[src/rtl/pipe_hazard_ctrl_pkg.sv]
// Shared definitions for the pipeline sequencer and the control unit:
// FSM state encodings, branch-type encodings, opcodes and a branch-resolve helper.
package pipe_hazard_ctrl_pkg;

    typedef enum logic {
        RUN     = 1'b0,
        MEMWAIT = 1'b1
    } state_t;

    localparam logic [1:0] BR_NONE = 2'b00;
    localparam logic [1:0] BR_EQ   = 2'b01;
    localparam logic [1:0] BR_NE   = 2'b10;

    // Opcodes decoded by the control unit; kept here so both sides agree.
    localparam logic [5:0] OP_RTYPE = 6'h00;
    localparam logic [5:0] OP_BEQ   = 6'h04;
    localparam logic [5:0] OP_BNE   = 6'h05;
    localparam logic [5:0] OP_ADDI  = 6'h08;
    localparam logic [5:0] OP_LW    = 6'h23;
    localparam logic [5:0] OP_SW    = 6'h2b;

    // Branch resolved in ID: beq taken on equal, bne taken on not-equal, 11 acts as none.
    function automatic logic br_taken(input logic [1:0] br, input logic eq);
        return ((br == BR_EQ) && eq) || ((br == BR_NE) && !eq);
    endfunction

endpackage

[src/rtl/pipe_hazard_ctrl_sat_counter.sv]
// Saturating up-counter: counts cycles with inc high, sticks at all-ones.
module sat_counter #(
    parameter int W = 16
) (
    input  logic         clk,
    input  logic         clr,
    input  logic         inc,
    output logic [W-1:0] cnt
);

    // Count up on inc, hold at all-ones instead of wrapping.
    always_ff @(posedge clk) begin
        if (clr) begin
            cnt <= '0;
        end else if (inc && (cnt != '1)) begin
            cnt <= cnt + W'(1);
        end
    end

endmodule

[src/rtl/pipe_hazard_ctrl.sv]
// Pipeline sequencer for the 5-stage core: load-use stalls, ID branch
// redirect/flush and data-memory wait freezes, plus a stall-cycle counter.
//
//   state   | meaning
//   --------+-----------------------------------------------------------
//   RUN     | normal issue; hazards decoded combinationally each cycle
//   MEMWAIT | data memory busy; whole pipe frozen until mem_ready
//
// Outputs are forced low during reset and the first cycle after it, so a
// stale pipeline picture right after reset cannot trigger a stall or redirect.
module pipe_hazard_ctrl
    import pipe_hazard_ctrl_pkg::*;
#(
    parameter int REG_AW      = 5,
    parameter int MEM_TIMEOUT = 255,
    parameter int CNT_W       = 16
) (
    input  logic              clk,
    input  logic              rst,
    input  logic [REG_AW-1:0] id_ra_addr,
    input  logic [REG_AW-1:0] id_rb_addr,
    input  logic              id_ra_used,
    input  logic              id_rb_used,
    input  logic [1:0]        id_br,
    input  logic              id_br_eq,
    input  logic              ex_memread,
    input  logic [REG_AW-1:0] ex_rd_addr,
    input  logic              mem_req,
    input  logic              mem_ready,
    output logic              pc_stall,
    output logic              if2id_stall,
    output logic              id2ex_bubble,
    output logic              ex2mem_stall,
    output logic              pc_sel_br,
    output logic              if2id_flush,
    output logic              mem_err,
    output logic [CNT_W-1:0]  stall_cnt
);

    localparam int WAIT_W = $clog2(MEM_TIMEOUT + 1);
    localparam logic [WAIT_W-1:0] WAIT_MAX = WAIT_W'(MEM_TIMEOUT);

    state_t            state;
    logic              flush_q;
    logic              rst_q;
    logic              err_q;
    logic [WAIT_W-1:0] wait_cnt;
    logic [CNT_W-1:0]  cnt_q;

    logic live;
    logic memhz;
    logic ludhz;
    logic take;
    logic frozen;
    logic bubble;
    logic br_go;

    // Hazard decode; everything is masked while in or just out of reset.
    always_comb begin
        live   = !rst && !rst_q;
        memhz  = live && mem_req && !mem_ready;
        ludhz  = live && ex_memread && (ex_rd_addr != '0) &&
                 ((id_ra_used && (id_ra_addr == ex_rd_addr)) ||
                  (id_rb_used && (id_rb_addr == ex_rd_addr)));
        take   = live && br_taken(id_br, id_br_eq);
        frozen = live && ((state == MEMWAIT) || memhz);
        // A load-use stall defers the branch; it is re-resolved next cycle.
        bubble = !frozen && ludhz;
        br_go  = !frozen && !ludhz && take;
    end

    // Mealy control outputs from registered state and current hazards.
    always_comb begin
        pc_stall     = frozen || bubble;
        if2id_stall  = frozen || bubble;
        id2ex_bubble = bubble;
        ex2mem_stall = frozen;
        pc_sel_br    = br_go;
        if2id_flush  = live && flush_q;
        mem_err      = live && err_q;
        stall_cnt    = live ? cnt_q : '0;
    end

    // Sequencer FSM with pending-flush flag and memory wait timer.
    always_ff @(posedge clk) begin
        if (rst) begin
            state    <= RUN;
            flush_q  <= 1'b0;
            wait_cnt <= '0;
            err_q    <= 1'b0;
            rst_q    <= 1'b1;
        end else begin
            rst_q <= 1'b0;
            // The flush stays pending until the squashed instr is seen unfrozen.
            if (!frozen) begin
                flush_q <= br_go;
            end
            case (state)
                RUN: begin
                    if (memhz) begin
                        state    <= MEMWAIT;
                        wait_cnt <= WAIT_W'(1);
                    end
                end
                MEMWAIT: begin
                    if (mem_ready) begin
                        state <= RUN;
                    end else if (wait_cnt == WAIT_MAX) begin
                        // Flag the overrun but keep waiting; the access is never aborted.
                        err_q <= 1'b1;
                    end else begin
                        wait_cnt <= wait_cnt + WAIT_W'(1);
                    end
                end
                default: state <= RUN;
            endcase
        end
    end

    sat_counter #(
        .W(CNT_W)
    ) u_stall_cnt (
        .clk (clk),
        .clr (rst),
        .inc (pc_stall),
        .cnt (cnt_q)
    );

endmodule

[config.mk]
export PLATFORM = sky130hd
export DESIGN_NAME = pipe_hazard_ctrl
export DESIGN_NICKNAME = d
export VERILOG_FILES = /design/src/rtl/pipe_hazard_ctrl_pkg.sv /design/src/rtl/pipe_hazard_ctrl_sat_counter.sv /design/src/rtl/pipe_hazard_ctrl.sv
export SDC_FILE = /design/constraint.sdc
export NUM_CORES = 1
export LEC_CHECK = 0
export ABC_AREA = 1
export BUFFER_PORTS_ARGS = -buffer_cell sky130_fd_sc_hd__buf_4
export CAP_MARGIN = 20
export CORE_UTILIZATION = 53
export CTS_CLUSTER_DIAMETER = 100
export DETAILED_ROUTE_END_ITERATION = 7
export PLACE_DENSITY = 0.79
export SYNTH_ARGS = -nofsm -noshare
export SYNTH_HDL_FRONTEND = slang
export SYNTH_SLANG_ARGS = --single-unit
export TNS_END_PERCENT = 10
[constraint.sdc]
create_clock -name clk -period 1.95 [get_ports clk]
set_input_delay 0.195 -clock clk [delete_from_list [all_inputs] [get_ports clk]]
set_output_delay 0.195 -clock clk [all_outputs]
set_load 0.05 [all_outputs]
==> flow_summary.toml <==
[run_status]
status = "finished, final reports clean"

[synthesis]
yosysTopAreaCellShare = 0.287
synth_top_area_cell = "dfxtp_1"
synth_area_leaders = "dfxtp_1, nand2_1, nor2_1"
synth_nets = 346
syn_avg_cell_area_um2 = 6.12
synth-seq-area-share = 0.287
ys_async_sr_fraction = 0
synth_area_um2 = 1950
yosysMostFrequentCell = "nand2_1"
synth_top_cells_by_count = "nand2_1, nor2_1, inv_1"
ys_ff_latch = 28
yosysWarningCount = 0
synth.distinct_cells = 29
yosys_most_used_dff = "dfxtp_1"
synthCells = 319
synth_edf_count = 0

[cts]
hold_buffers = 0
cts_tree = "built"
clkTransAtPathRegs_ns = 0.09
clk_latency_ns = 0.28
htree_levels = 1
cts.sinks = 28
post_cts.repair.setup_buffers = 0
clockBufferDepth = 2
root_buffer = "clkbuf_8"
cts_resized = 0
cts_made_buffers = 3

[critical_path]
critPathTopFamily = "simple AND/OR/NAND/NOR gates"
critPathSlowestCell = "dfxtp_1"
start_kind = "flip-flop"
crit_chain = "inv_1, o21ai_0, nand2_1, nand2_4, nor2_1, buf_4"
r2r_end = "u_stall_cnt.cnt[0]$_SDFFE_PP0P_"
worstSetupEndpointType = "primary output"
reg2reg_from = "u_stall_cnt.cnt[0]$_SDFFE_PP0P_"
cpPeakStageDelay_ns = 0.32
ff2ff_path_depth = 8
required_ns = 1.75
critPathMaxFanout = 36
cp.arrival_ns = 1.59
crit_buf_inv = 2
worstSetupPathType = "flip-flop to primary output"
rrSetupSlack_ns = 0.28

[routing]
drc = 0
wl_per_cell_um = 10.3
antenna_left = 0
totalWireLength_um = 4240
vias_per_cell = 4.85
drtIter0Drc = 81
firstDrtPassIters = 4
vias = 1995

[die]
die_w_um = 62.7
num_io_pins = 48
die_area_um2 = 3930
rows = 21
core_um2 = 3440
die_y_um = 62.7
initial_core_util = 0.567

[min_path]
min_path_type = "primary input to flip-flop"
min_to = "rst_q$_DFF_P_"
worstHoldPathCells = 1
worstHoldStart = "rst"

[sta]
rsz0062_at_grt = "no"
hold_violations = 0
relSlewSlack = 0.761
min_period_ns = 1.78
fin_crit_sh = 0.915
worstMarginPinSlew_ns = 0.358
max_freq_mhz = 561
drv_slew = 0
fin_tns_setup_ns = 0
setup_viol = 0
hold_slack_ns = 0.0893
finClkSkew_ns = 0.0115

[place]
hpwl_um = 3210
port_buffers = 47
globalplace.congestion = 0.820

[layout]
area_delta_synth_final_pct = 22.4
multi_input_area_um2 = 1120
seqCellArea_um2 = 561
diodes = 0
nNetsFinal = 393
drive_gt1_frac = 0.225
fillCellCount = 341

[flow_run]
maxCapViolations = 0

[global_routing]
antenna_found_initial = 0
grt_overflow_total = 0
grt_pass1_wl_um = 7640
grt_start_max_net_pins = 37
grt_usage = 0.234
first_global_vias = 1855

[power_and_ir_drop]
leakage_nw = 1.12
peakVddDrop_mv = 0.391
power.density_nw_per_um2 = 515
## sequential cells by signal, summed over array words and instances (netlist names)
signal / flops
flush_q: 1
wait_cnt: 8
state: 1
rst_q: 1
err_q: 1
u_stall_cnt.cnt: 16
## layout by cell type, fill, tap and decap left out, types with 2 or more instances in the layout
cell type / instances
buf_4: 49
inv_2: 7
nand2_2: 6
a21oi_1: 23
xor2_1: 3
nor2_4: 5
nor2_2: 3
nand3_2: 4
nor2_1: 64
dfxtp_1: 28
o21ai_0: 3
inv_1: 47
clkinv_1: 3
nand4_1: 5
ha_1: 2
nor3_1: 4
nand3_1: 27
nand2_4: 2
nand2_1: 68
clkbuf_8: 3
## per-stage QoR
| step | worst slack [ns] | instance area [µm²] | util | instances | power, mW |
|---|---|---|---|---|---|
| floorplan | 0.232 | 1950 | - | 319 | 0.713 |
| global placement | 0.364 | 2320 | 0.674 | 407 | 0.777 |
| detailed placement | 0.315 | 2320 | 0.674 | 407 | 0.780 |
| CTS | 0.162 | 2390 | 0.694 | 411 | 1.24 |
| global route | 0.0288 | 2390 | 0.694 | 411 | 1.28 |
| finish | 0.167 | 2390 | 0.694 | 411 | 1.23 |
## report_power, final
part / total [mW] / switching [mW] / internal [mW]
registers: 0.591 / 0.0106 / 0.580
logic: 0.176 / 0.103 / 0.0730
clock network: 0.463 / 0.188 / 0.275
total: 1.23 / 0.302 / 0.928
## cells by family (layout without fill, tap and decap cells)
family	Yosys count	after routing	synth area share
XOR/XNOR	4	4	0.0179
adder cells (fa/ha/maj)	2	2	0.0128
AO/OA/AOI/OAI	30	30	0.0801
buffers and inverters	64	110	0.140
flip-flops	28	28	0.287
AND/OR/NAND/NOR	191	191	0.462
## per-layer routing
metal,GRT usage,vias up,part of all wire
met2,0.443,36,0.49
met4,0.0436,0,0.0080
li1,-,1072,-
met3,0.0237,4,0.029
met1,0.283,883,0.47
met5,0,-,0
## how the worst max path moves through the flow
stage | start | endpoint | slack [ns] | depth (start not counted)
floorplan | state$_SDFF_PP0_ | pc_sel_br | 0.23 | 6
global placement | u_stall_cnt.cnt[1]$_SDFFE_PP0P_ | u_stall_cnt.cnt[10]$_SDFFE_PP0P_ | 0.36 | 7
detailed placement | u_stall_cnt.cnt[0]$_SDFFE_PP0P_ | u_stall_cnt.cnt[0]$_SDFFE_PP0P_ | 0.31 | 8
CTS | state$_SDFF_PP0_ | pc_sel_br | 0.16 | 6
global route | state$_SDFF_PP0_ | pc_sel_br | 0.03 | 6
finish | state$_SDFF_PP0_ | pc_sel_br | 0.17 | 6
## cell type report
cell class | count | area share
Timing Repair Buffer | 49 | 0.154
Tap cell | 46 | 0.0241
Inverter | 57 | 0.0895
Sequential cell | 28 | 0.235
Clock inverter | 1 | 0.0126
Clock buffer | 3 | 0.0173
Multi-Input combinational cell | 227 | 0.468
Note: power is estimated with default switching activity, not from simulation.
